[src/rtl/cache_replace_policy_if.sv]
// Handshake bundle between the cache FSM and the victim-selection unit.
// The FSM side is the master; the replacement unit is the slave.
interface cache_replace_policy_if #(
  parameter int NUMWAYS = 4,
  parameter int SETLEN  = 7
);
  localparam int LOGW = $clog2(NUMWAYS);

  logic [1:0]         Mode;
  logic               CacheEn;
  logic               FlushStage;
  logic [SETLEN-1:0]  CacheSetData;
  logic [SETLEN-1:0]  PAdr;
  logic [NUMWAYS-1:0] HitWay;
  logic [NUMWAYS-1:0] ValidWay;
  logic               LRUWriteEn;
  logic               SetValid;
  logic               InvalidateCache;
  logic [NUMWAYS-1:0] VictimWay;
  logic [LOGW-1:0]    VictimWayEnc;

  modport master (
    output Mode, CacheEn, FlushStage,
    output CacheSetData, PAdr,
    output HitWay, ValidWay,
    output LRUWriteEn, SetValid,
    output InvalidateCache,
    input  VictimWay, VictimWayEnc
  );

  modport slave (
    input  Mode, CacheEn, FlushStage,
    input  CacheSetData, PAdr,
    input  HitWay, ValidWay,
    input  LRUWriteEn, SetValid,
    input  InvalidateCache,
    output VictimWay, VictimWayEnc
  );
endinterface

[src/rtl/cache_replace_policy.sv]
// Run-time selectable victim picker: tree PLRU, LFSR random, round-robin.
// Per-set state lives in a flop array with registered read and bypass.
module cache_replace_policy #(
  parameter int          NUMWAYS  = 4,
  parameter int          NUMLINES = 128,
  parameter int          SETLEN   = 7,
  parameter int          LFSRLEN  = 16,
  parameter logic [31:0] LFSRSEED = 32'hACE1
) (
  input logic clk,
  input logic reset,
  cache_replace_policy_if.slave bus
);
  localparam int LOGW = $clog2(NUMWAYS);
  localparam int PW   = NUMWAYS - 1;
  localparam logic [LFSRLEN-1:0] SEED =
    LFSRSEED[LFSRLEN-1:0];

  typedef struct packed {
    logic [PW-1:0]   plru;
    logic [LOGW-1:0] rr;
  } state_t;

  state_t mem [NUMLINES];
  state_t curr;
  state_t nxt;

  logic [LFSRLEN-1:0] lfsr;
  logic               fb;
  logic               inv_found;
  logic [LOGW-1:0]    inv_enc;
  logic [LOGW-1:0]    plru_enc;
  logic [LOGW-1:0]    hit_enc;
  logic [LOGW-1:0]    acc_enc;
  logic [LOGW-1:0]    victim_enc;
  logic               wr;
  logic               bypass;

  generate
    if (LFSRLEN == 8) begin : g_l8
      assign fb = lfsr[7] ^ lfsr[5] ^ lfsr[4] ^ lfsr[3];
    end else if (LFSRLEN == 32) begin : g_l32
      assign fb = lfsr[31] ^ lfsr[21] ^ lfsr[1] ^ lfsr[0];
    end else begin : g_l16
      assign fb = lfsr[15] ^ lfsr[14] ^ lfsr[12] ^ lfsr[3];
    end
  endgenerate

  always_comb begin
    int k;
    logic b;
    inv_found = 1'b0;
    inv_enc   = '0;
    for (int i = NUMWAYS - 1; i >= 0; i--) begin
      if (!bus.ValidWay[i]) begin
        inv_found = 1'b1;
        inv_enc   = LOGW'(i);
      end
    end
    // Tree walk: node bit 0 steers toward the lower half.
    plru_enc = '0;
    k = 0;
    for (int l = 0; l < LOGW; l++) begin
      b = curr.plru[PW-1-k];
      plru_enc[LOGW-1-l] = b;
      k = 2 * k + 1 + int'(b);
    end
  end

  always_comb begin
    victim_enc = plru_enc;
    unique case (1'b1)
      inv_found:
        victim_enc = inv_enc;
      !inv_found && bus.Mode == 2'b01:
        victim_enc = lfsr[LOGW-1:0];
      !inv_found && bus.Mode == 2'b10:
        victim_enc = curr.rr;
      default:
        victim_enc = plru_enc;
    endcase
  end

  always_comb begin
    hit_enc = '0;
    for (int i = 0; i < NUMWAYS; i++) begin
      if (bus.HitWay[i]) hit_enc = hit_enc | LOGW'(i);
    end
  end

  assign acc_enc = bus.SetValid ? victim_enc : hit_enc;

  // Every node on the path is pointed away from the accessed way.
  always_comb begin
    int k;
    logic b;
    nxt = curr;
    k = 0;
    for (int l = 0; l < LOGW; l++) begin
      b = acc_enc[LOGW-1-l];
      nxt.plru[PW-1-k] = ~b;
      k = 2 * k + 1 + int'(b);
    end
    if (bus.SetValid) nxt.rr = curr.rr + 1'b1;
  end

  assign wr = bus.LRUWriteEn & ~bus.FlushStage
            & ~bus.InvalidateCache;
  assign bypass = wr && (bus.PAdr == bus.CacheSetData);

  always_ff @(posedge clk) begin
    if (reset || bus.InvalidateCache) begin
      for (int i = 0; i < NUMLINES; i++) mem[i] <= '0;
      curr <= '0;
      lfsr <= SEED;
    end else begin
      if (wr) mem[bus.PAdr] <= nxt;
      if (bus.CacheEn)
        curr <= bypass ? nxt : mem[bus.CacheSetData];
      if (wr && bus.SetValid)
        lfsr <= {lfsr[LFSRLEN-2:0], fb};
    end
  end

  assign bus.VictimWayEnc = victim_enc;
  assign bus.VictimWay    = NUMWAYS'(1) << victim_enc;
endmodule

[src/flat_wrapper.sv]
// flat-port wrapper written by rule: the top's interface ports become plain ports
module cache_replace_policy_flat 
#(
  parameter int          NUMWAYS  = 4,
  parameter int          NUMLINES = 128,
  parameter int          SETLEN   = 7,
  parameter int          LFSRLEN  = 16,
  parameter logic [31:0] LFSRSEED = 32'hACE1
)
  (clk, reset, bus_Mode, bus_CacheEn, bus_FlushStage, bus_CacheSetData, bus_PAdr, bus_HitWay, bus_ValidWay, bus_LRUWriteEn, bus_SetValid, bus_InvalidateCache, bus_VictimWay, bus_VictimWayEnc);
  cache_replace_policy_if #(.NUMWAYS(NUMWAYS), .SETLEN(SETLEN)) bus_i ();
  input logic clk;
  input logic reset;
  input wire logic [$bits(bus_i.Mode)-1:0] bus_Mode;
  input wire logic [$bits(bus_i.CacheEn)-1:0] bus_CacheEn;
  input wire logic [$bits(bus_i.FlushStage)-1:0] bus_FlushStage;
  input wire logic [$bits(bus_i.CacheSetData)-1:0] bus_CacheSetData;
  input wire logic [$bits(bus_i.PAdr)-1:0] bus_PAdr;
  input wire logic [$bits(bus_i.HitWay)-1:0] bus_HitWay;
  input wire logic [$bits(bus_i.ValidWay)-1:0] bus_ValidWay;
  input wire logic [$bits(bus_i.LRUWriteEn)-1:0] bus_LRUWriteEn;
  input wire logic [$bits(bus_i.SetValid)-1:0] bus_SetValid;
  input wire logic [$bits(bus_i.InvalidateCache)-1:0] bus_InvalidateCache;
  output wire logic [$bits(bus_i.VictimWay)-1:0] bus_VictimWay;
  output wire logic [$bits(bus_i.VictimWayEnc)-1:0] bus_VictimWayEnc;
  assign bus_i.Mode = bus_Mode;
  assign bus_i.CacheEn = bus_CacheEn;
  assign bus_i.FlushStage = bus_FlushStage;
  assign bus_i.CacheSetData = bus_CacheSetData;
  assign bus_i.PAdr = bus_PAdr;
  assign bus_i.HitWay = bus_HitWay;
  assign bus_i.ValidWay = bus_ValidWay;
  assign bus_i.LRUWriteEn = bus_LRUWriteEn;
  assign bus_i.SetValid = bus_SetValid;
  assign bus_i.InvalidateCache = bus_InvalidateCache;
  assign bus_VictimWay = bus_i.VictimWay;
  assign bus_VictimWayEnc = bus_i.VictimWayEnc;
  cache_replace_policy #(.NUMWAYS(NUMWAYS), .NUMLINES(NUMLINES), .SETLEN(SETLEN), .LFSRLEN(LFSRLEN), .LFSRSEED(LFSRSEED)) u_core (.clk(clk), .reset(reset), .bus(bus_i));
endmodule
[config.mk]
export PLATFORM = sky130hd
export DESIGN_NAME = cache_replace_policy_flat
export DESIGN_NICKNAME = d
export VERILOG_FILES = /design/src/rtl/cache_replace_policy_if.sv /design/src/rtl/cache_replace_policy.sv /design/src/flat_wrapper.sv
export SDC_FILE = /design/constraint.sdc
export NUM_CORES = 1
export LEC_CHECK = 0
export BUFFER_PORTS_ARGS = -buffer_cell sky130_fd_sc_hd__buf_2
export CAP_MARGIN = 20
export CORE_ASPECT_RATIO = 0.7
export CORE_UTILIZATION = 35
export DETAILED_ROUTE_END_ITERATION = 10
export PLACE_DENSITY = 0.45
export SYNTH_ARGS = -nofsm -noshare
export SYNTH_HDL_FRONTEND = slang
export SYNTH_SLANG_ARGS = --single-unit
[constraint.sdc]
create_clock -name clk -period 2.2 [get_ports clk]
set_input_delay 0.11 -clock clk [delete_from_list [all_inputs] [get_ports clk]]
set_output_delay 0.11 -clock clk [all_outputs]
set_load 0.01 [all_outputs]
==> results of run 1 <==
==> path summary, 6_finish.rpt <==
kind / slack, ns / cells past startpoint / endpoint / from
max: -0.12 / 9 / u_core.mem[24][3] / u_core.curr[4]
min: 0.08 / 5 / u_core.curr[0] / bus_InvalidateCache
max reg2reg: -0.12 / 9 / u_core.mem[24][3] / u_core.curr[4]
min reg2reg: 0.46 / 2 / u_core.lfsr[8] / u_core.lfsr[7]
==> state kept, by name (all words and copies together) (netlist names) <==
signal and flops:
u_core.curr 5, u_core.lfsr 16, u_core.mem 640
==> critical path, delay by kind of cell (launching register included) <==
kind | cells | cell delay, ns
AO/OA/AOI/OAI | 2 | 0.49
buffers and inverters | 2 | 0.40
flip-flops | 1 | 0.43
multiplexers | 1 | 0.29
AND/OR/NAND/NOR | 4 | 0.53
==> metrics by stage <==
step	hold WS, ns	instance area [µm²]	cells
after floorplan	0.305	30000	2290
final	0.0833	38100	3894
after detailed placement	0.447	34600	3740
after CTS	0.0422	37300	3874
after global routing	0.101	38100	3892
after global placement	0.438	34600	3740
==> layout make-up <==
cell class	count	area (µm²)	area share, %
Multi-Input combinational cell	1456	9960	26.2
Tap cell	1137	1420	3.74
Clock buffer	83	1900	4.98
Sequential cell	661	19600	51.6
Inverter	6	22.5	0.0592
Antenna cell	2	5.00	0.0131
Timing Repair Buffer	509	4700	12.4
Clock inverter	40	419	1.10
==> per-layer routing <==
layer	track usage, %	part of all wire, %	up-vias
met5	1.78	0.25	-
met4	5.86	2.1	12
met3	6.42	9.7	150
met2	33.2	43	901
met1	33.4	45	10700
li1	-	-	9157
==> kinds of logic after synthesis <==
logic type | Yosys count | synth area share (%)
XOR/XNOR | 13 | 0.380
flip-flops | 661 | 65.5
AND/OR/NAND/NOR | 1095 | 14.7
buffers and inverters | 174 | 3.17
AO/OA/AOI/OAI | 123 | 2.92
multiplexers | 224 | 13.3
==> cell usage in the layout (no fill, tap or decap), drive strengths merged, types with 3 or more instances in the layout <==
master,Yosys,routed
nor2,673,673
edfxtp,640,640
buf,81,494
nand2,324,324
mux4,138,138
clkbuf,87,95
mux2i,64,64
a21oi,31,31
clkinv,0,27
nand3,22,22
mux2,22,22
dfxtp,21,21
nor2b,13,13
nor3,13,13
o21ai,12,12
o22ai,11,11
o221ai,11,11
xnor2,11,11
a211oi,11,11
a22oi,9,9
nor4,9,9
inv,6,9
bufinv,0,8
a221oi,8,8
nand2b,7,7
a31oi,7,7
nor3b,6,6
nand4,5,5
a22o,4,4
and3,4,4
nand3b,3,3
dlygate4sd3,0,3
or3,3,3
nor4b,3,3
or2,3,3
==> power by group <==
group          switching (mW)  total [mW]  internal [mW]
combinational            1.97        3.31           1.35
clock                    5.13        12.2           7.10
sequential              0.215        14.5           14.3
total                    7.31        30.0           22.7
==> timing repair <==
item / 4_1_cts / 5_1_grt
endpoints found under the setup margin: 377 / 263
setup buffers: 7 / 6
hold buffers: 3 / 0
gates cloned: 3 / 13
gates resized for setup: 40 / 118
hold endpoints to repair: 16 / 0
pin swaps: 9 / 9
==> impl_metrics.ini, run 1 <==
[run_status]
status = finished, violations left
failing_checks = negative setup slack

[yosys]
ys_ff_latch = 661
synth.yosys.seq_area_share_pct = 65.5
synthDominantCellAreaShare_pct = 64.1
avgSynthCellArea_um2 = 13.1
syn-num-nets = 2321
most_frequent_cells_after_synthesis = sky130_fd_sc_hd__nor2_1, sky130_fd_sc_hd__edfxtp_1, sky130_fd_sc_hd__nand2_1, sky130_fd_sc_hd__mux4_2, sky130_fd_sc_hd__clkbuf_1
synth_top_cells_by_area = sky130_fd_sc_hd__edfxtp_1, sky130_fd_sc_hd__mux4_2, sky130_fd_sc_hd__nor2_1
number_of_enable_type_register_cells_in_the_synthesized_netlist = 640
synth_cells = 2290
yosysMostFrequentCell = sky130_fd_sc_hd__nor2_1
ys_warn_count = 0
synthDistinctLibCells = 73
synth_largest_area_cell = sky130_fd_sc_hd__edfxtp_1
netlist_area_um2 = 30000
dominantRegCellSynth = sky130_fd_sc_hd__edfxtp_1
async_flop_share_pct = 0

[placement]
buffer_ports.inserted = 35
post-place-ws_ns = -0.355
gp_routability_congestion = 0.884
detailedPlacementHpwl_um = 69700

[die]
die_h_um = 247
die-area_um2 = 86900
std_cell_rows = 89
die-width_um = 352
coreArea_um2 = 84500
initial_utilization_pct = 35.5
top_level_i_o_count = 37

[critical_path]
path_cells = mux2i_4 -> nand4_1 -> nand2_2 -> a21oi_4 -> nor2b_4 -> a221o_4 -> buf_12 -> clkbuf_16 -> nor2_1
cp_slowest_stage_delay_ns = 0.43
critPathArrivalTime_ns = 2.80
path_class = flip-flop to flip-flop
critical_path.slowest_cell = sky130_fd_sc_hd__dfxtp_4
crit_path_start_kind = flip-flop
endpoint_kind = flip-flop
crit_required_ns = 2.68
critical_path.max_fanout = 13

[timing]
fin_worst_skew_ns = 0.0259
fin_crit_sh_pct = 105
timing.max_slew.rel_slack_pct = 49.1
worst_slack_setup_final_ns = -0.120
worst_slew_pin_slew_ns = 0.757
report.final.setup_viol = 197
timing_max_transition_violations_final = 0
final_hold_violation_count = 0
unrepaired_setup_endpoints_after_global_routing = true
final.setup.tns_ns = -10.15
layout_min_cycle_time_ns = 2.32
highest_clock_rate_mhz = 431

[drt]
drt-vias-per-instance = 5.37
ant_nets = 0
drtPass1Iterations = 5
routed_length_per_placed_instance_um = 26.2
number_of_drc_markers_after_the_initial_detailed_route_iteration = 2160
drcViolationCount = 0
dr_total_vias = 20900
finalWirelength_um = 102000

[clock_network]
worstSkewPairLatency_ns = 0.63
cts.htree.levels = 3
cts_tree = yes
cts.sinks = 661
cts_inserted_buffers = 70
cell_at_the_root_of_the_clock_tree = sky130_fd_sc_hd__clkbuf_16
worst_setup_hold_path_clk_slew_ns = 0.07
clock_path_buffers = 3

[grt]
first_global_vias = 20300
grt_max_degree = 57
grt_remaining_overflow = 0
antenna_found_initial = 8
first_pass_grt_wire_length_um = 143000
track_usage_pct = 22.9

[layout]
layout.core_utilization_pct = 45.0
flow.area_growth_from_synthesis_pct = 26.9
layout.filler_cells = 7709
num-nets-final = 2735
layout-drive-gt1-share_pct = 31.8

[worst_hold_path]
worst_hold_path_type = input port to flip-flop

[power]
power_per_cell_area_nw_per_um2 = 789
total_power_mw = 30.0
leakagePower_nw = 14.2
vdd_ir_drop_max_mv = 0.573

[job]
max-cap-violations = 0
(Power assumes the default switching activity.)
==> inputs of run 2 (changes only) <==
--- a/config.mk
+++ b/config.mk
@@ -11,6 +11,7 @@
 export CORE_UTILIZATION = 35
 export DETAILED_ROUTE_END_ITERATION = 10
 export PLACE_DENSITY = 0.45
+export RECOVER_POWER = 25
 export SYNTH_ARGS = -nofsm -noshare
 export SYNTH_HDL_FRONTEND = slang
 export SYNTH_SLANG_ARGS = --single-unit
==> run 2 against run 1 <==
Net effect:
- the run still ends with negative setup slack left
- global-route usage unchanged
- combinational power is 1% lower
- sequential power barely moved
- setup slack improved by 0.0036 ns
- via count about the same
- total power down 0.13%
- sequential share of layout area increased by 0.51 points
- first-iteration DRC count decreased by 2.3%
- clock power barely moved
- wire length is 0.23% lower
==> impl_metrics.ini, run 2 (same netlist as run 1, synthesis figures left out) <==
[clock_network]
cts_tree = yes
cell_at_the_root_of_the_clock_tree = sky130_fd_sc_hd__clkbuf_16
worst_setup_hold_path_clk_slew_ns = 0.07
cts.sinks = 661
worstSkewPairLatency_ns = 0.63
cts_inserted_buffers = 70
cts.htree.levels = 3
clock_path_buffers = 3

[timing]
final_hold_violation_count = 0
timing.max_slew.rel_slack_pct = 35.5
final.setup.tns_ns = -11.44
highest_clock_rate_mhz = 432
worst_slack_setup_final_ns = -0.117
worst_slew_pin_slew_ns = 0.967
layout_min_cycle_time_ns = 2.32
fin_worst_skew_ns = 0.0268
timing_max_transition_violations_final = 0
fin_crit_sh_pct = 105
unrepaired_setup_endpoints_after_global_routing = true
report.final.setup_viol = 273

[grt]
first_pass_grt_wire_length_um = 143000
grt_remaining_overflow = 0
grt_max_degree = 57
antenna_found_initial = 8
first_global_vias = 20300
track_usage_pct = 22.9

[worst_hold_path]
min_from = bus_InvalidateCache
worst_hold_path_type = input port to flip-flop

[placement]
gp_routability_congestion = 0.884
buffer_ports.inserted = 35
post-place-ws_ns = -0.355
detailedPlacementHpwl_um = 69700

[drt]
dr_total_vias = 20900
number_of_drc_markers_after_the_initial_detailed_route_iteration = 2110
finalWirelength_um = 102000
drt-vias-per-instance = 5.36
routed_length_per_placed_instance_um = 26.1
drcViolationCount = 0
ant_nets = 0
drtPass1Iterations = 5

[power]
p_int_mw = 22.7
power_per_cell_area_nw_per_um2 = 796
switching_share_pct = 24.4
leakagePower_nw = 14.0
power_frac_seq_pct = 48.3
power_frac_clock_pct = 40.8
power.net_switching_mw = 7.31
combPwrFrac_pct = 10.9
vdd_ir_drop_max_mv = 0.572

[layout]
num-nets-final = 2735
flip_flop_count_of_the_largest_register_all_copies_and_words_added = 640
biggestRegsByFlops = u_core.mem (640), u_core.lfsr (16), u_core.curr (5)
flow.area_growth_from_synthesis_pct = 25.7
layout-drive-gt1-share_pct = 30.6
layout_commonest_cell = sky130_fd_sc_hd__edfxtp_1
regMostFlops = u_core.mem
layout.filler_cells = 7778
most-common-layout-cells = sky130_fd_sc_hd__edfxtp_1, sky130_fd_sc_hd__nor2_1, sky130_fd_sc_hd__buf_4

[die]
std_cell_rows = 89
die-width_um = 352
die-area_um2 = 86900
coreArea_um2 = 84500
top_level_i_o_count = 37
initial_utilization_pct = 35.5
die_h_um = 247

[critical_path]
path_class = flip-flop to flip-flop
timing.critical_path.to = u_core.mem[24][3]
critical_path.max_fanout = 13
crit_path_start_kind = flip-flop
r2r_end = u_core.mem[24][3]
setup_slack_of_the_worst_register_to_register_path_ns = -0.12
critPathArrivalTime_ns = 2.80
endpoint_kind = flip-flop
crit_start = u_core.curr[4]
reg2reg_depth = 9
crit_required_ns = 2.68
r2r-start = u_core.curr[4]

[run_status]
failing_checks = negative setup slack
status = finished, violations left

[job]
max-cap-violations = 0
==> run 2: area by class of cell <==
type                    instances  area [µm²]  area share (%)
flip-flops and latches        661       19600            52.1
multi-input cells            1456        9920            26.3
repair buffers                509        4360            11.6
clock buffers                  83        1900            5.03
well taps                    1137        1420            3.77
clock inverters                40         419            1.11
inverters                       6        22.5          0.0597
diodes                          3        7.51          0.0199
==> run 2: worst min-delay path by stage <==
stage                            to  slack, ns  cells past startpoint
floorplan            u_core.curr[0]       0.31                      3
detailed placement  u_core.lfsr[12]       0.45                      2
finish               u_core.curr[0]       0.08                      5
global route         u_core.lfsr[2]       0.09                      3
global placement     u_core.lfsr[9]       0.44                      2
CTS                  u_core.curr[0]       0.04                      5
==> run 2: through the flow <==
stage | total power [mW] | cells | area (µm²) | hold slack [ns] | util, %
5_1_grt | 30.8 | 3892 | 37700 | 0.0928 | 44.6
2_1_floorplan | 16.1 | 2290 | 30000 | 0.305 | -
6_report | 30.0 | 3895 | 37700 | 0.0846 | 44.6
4_1_cts | 29.9 | 3874 | 37300 | 0.0422 | 44.1
3_5_place_dp | 17.6 | 3740 | 34600 | 0.447 | 41.0
3_3_place_gp | 17.6 | 3740 | 34600 | 0.438 | 41.0
==> run 2: power groups by stage <==
stage	Combinational, mW	Sequential [mW]	Clock, mW
2_1_floorplan	1.50	14.6	0
3_3_place_gp	2.88	14.8	0
3_5_place_dp	2.90	14.8	0
4_1_cts	3.00	14.5	12.4
5_1_grt	3.42	14.5	12.9
6_report	3.27	14.5	12.2
==> run 2: per-layer routing <==
layer	track usage [%]	up-vias	wire, µm	part of all wire [%]
li1	-	9171	-	-
met1	33.4	10700	46100	45
met2	33.2	874	43500	43
met3	6.42	151	9540	9.4
met4	5.86	12	2130	2.1
met5	1.78	-	261	0.26
==> run 2: worst max-delay path, cell delays in order, from the launching register on <==
cell and delay [ns]:
sky130_fd_sc_hd__dfxtp_4 0.43, sky130_fd_sc_hd__mux2i_4 0.28, sky130_fd_sc_hd__nand4_1 0.16, sky130_fd_sc_hd__nand2_2 0.12, sky130_fd_sc_hd__a21oi_4 0.06, sky130_fd_sc_hd__nor2b_4 0.15, sky130_fd_sc_hd__a221o_4 0.43, sky130_fd_sc_hd__buf_12 0.19
sky130_fd_sc_hd__clkbuf_16 0.21, sky130_fd_sc_hd__nor2_1 0.10
==> run 2: timing repair <==
| item | CTS | global route |
|---|---|---|
| resized for setup | 40 | 118 |
| hold endpoints to repair | 16 | 0 |
| buffers inserted | 7 | 6 |
| hold buffers | 3 | 0 |
| pin swaps | 9 | 9 |
| setup endpoints to repair | 377 | 263 |
| cloned | 3 | 13 |
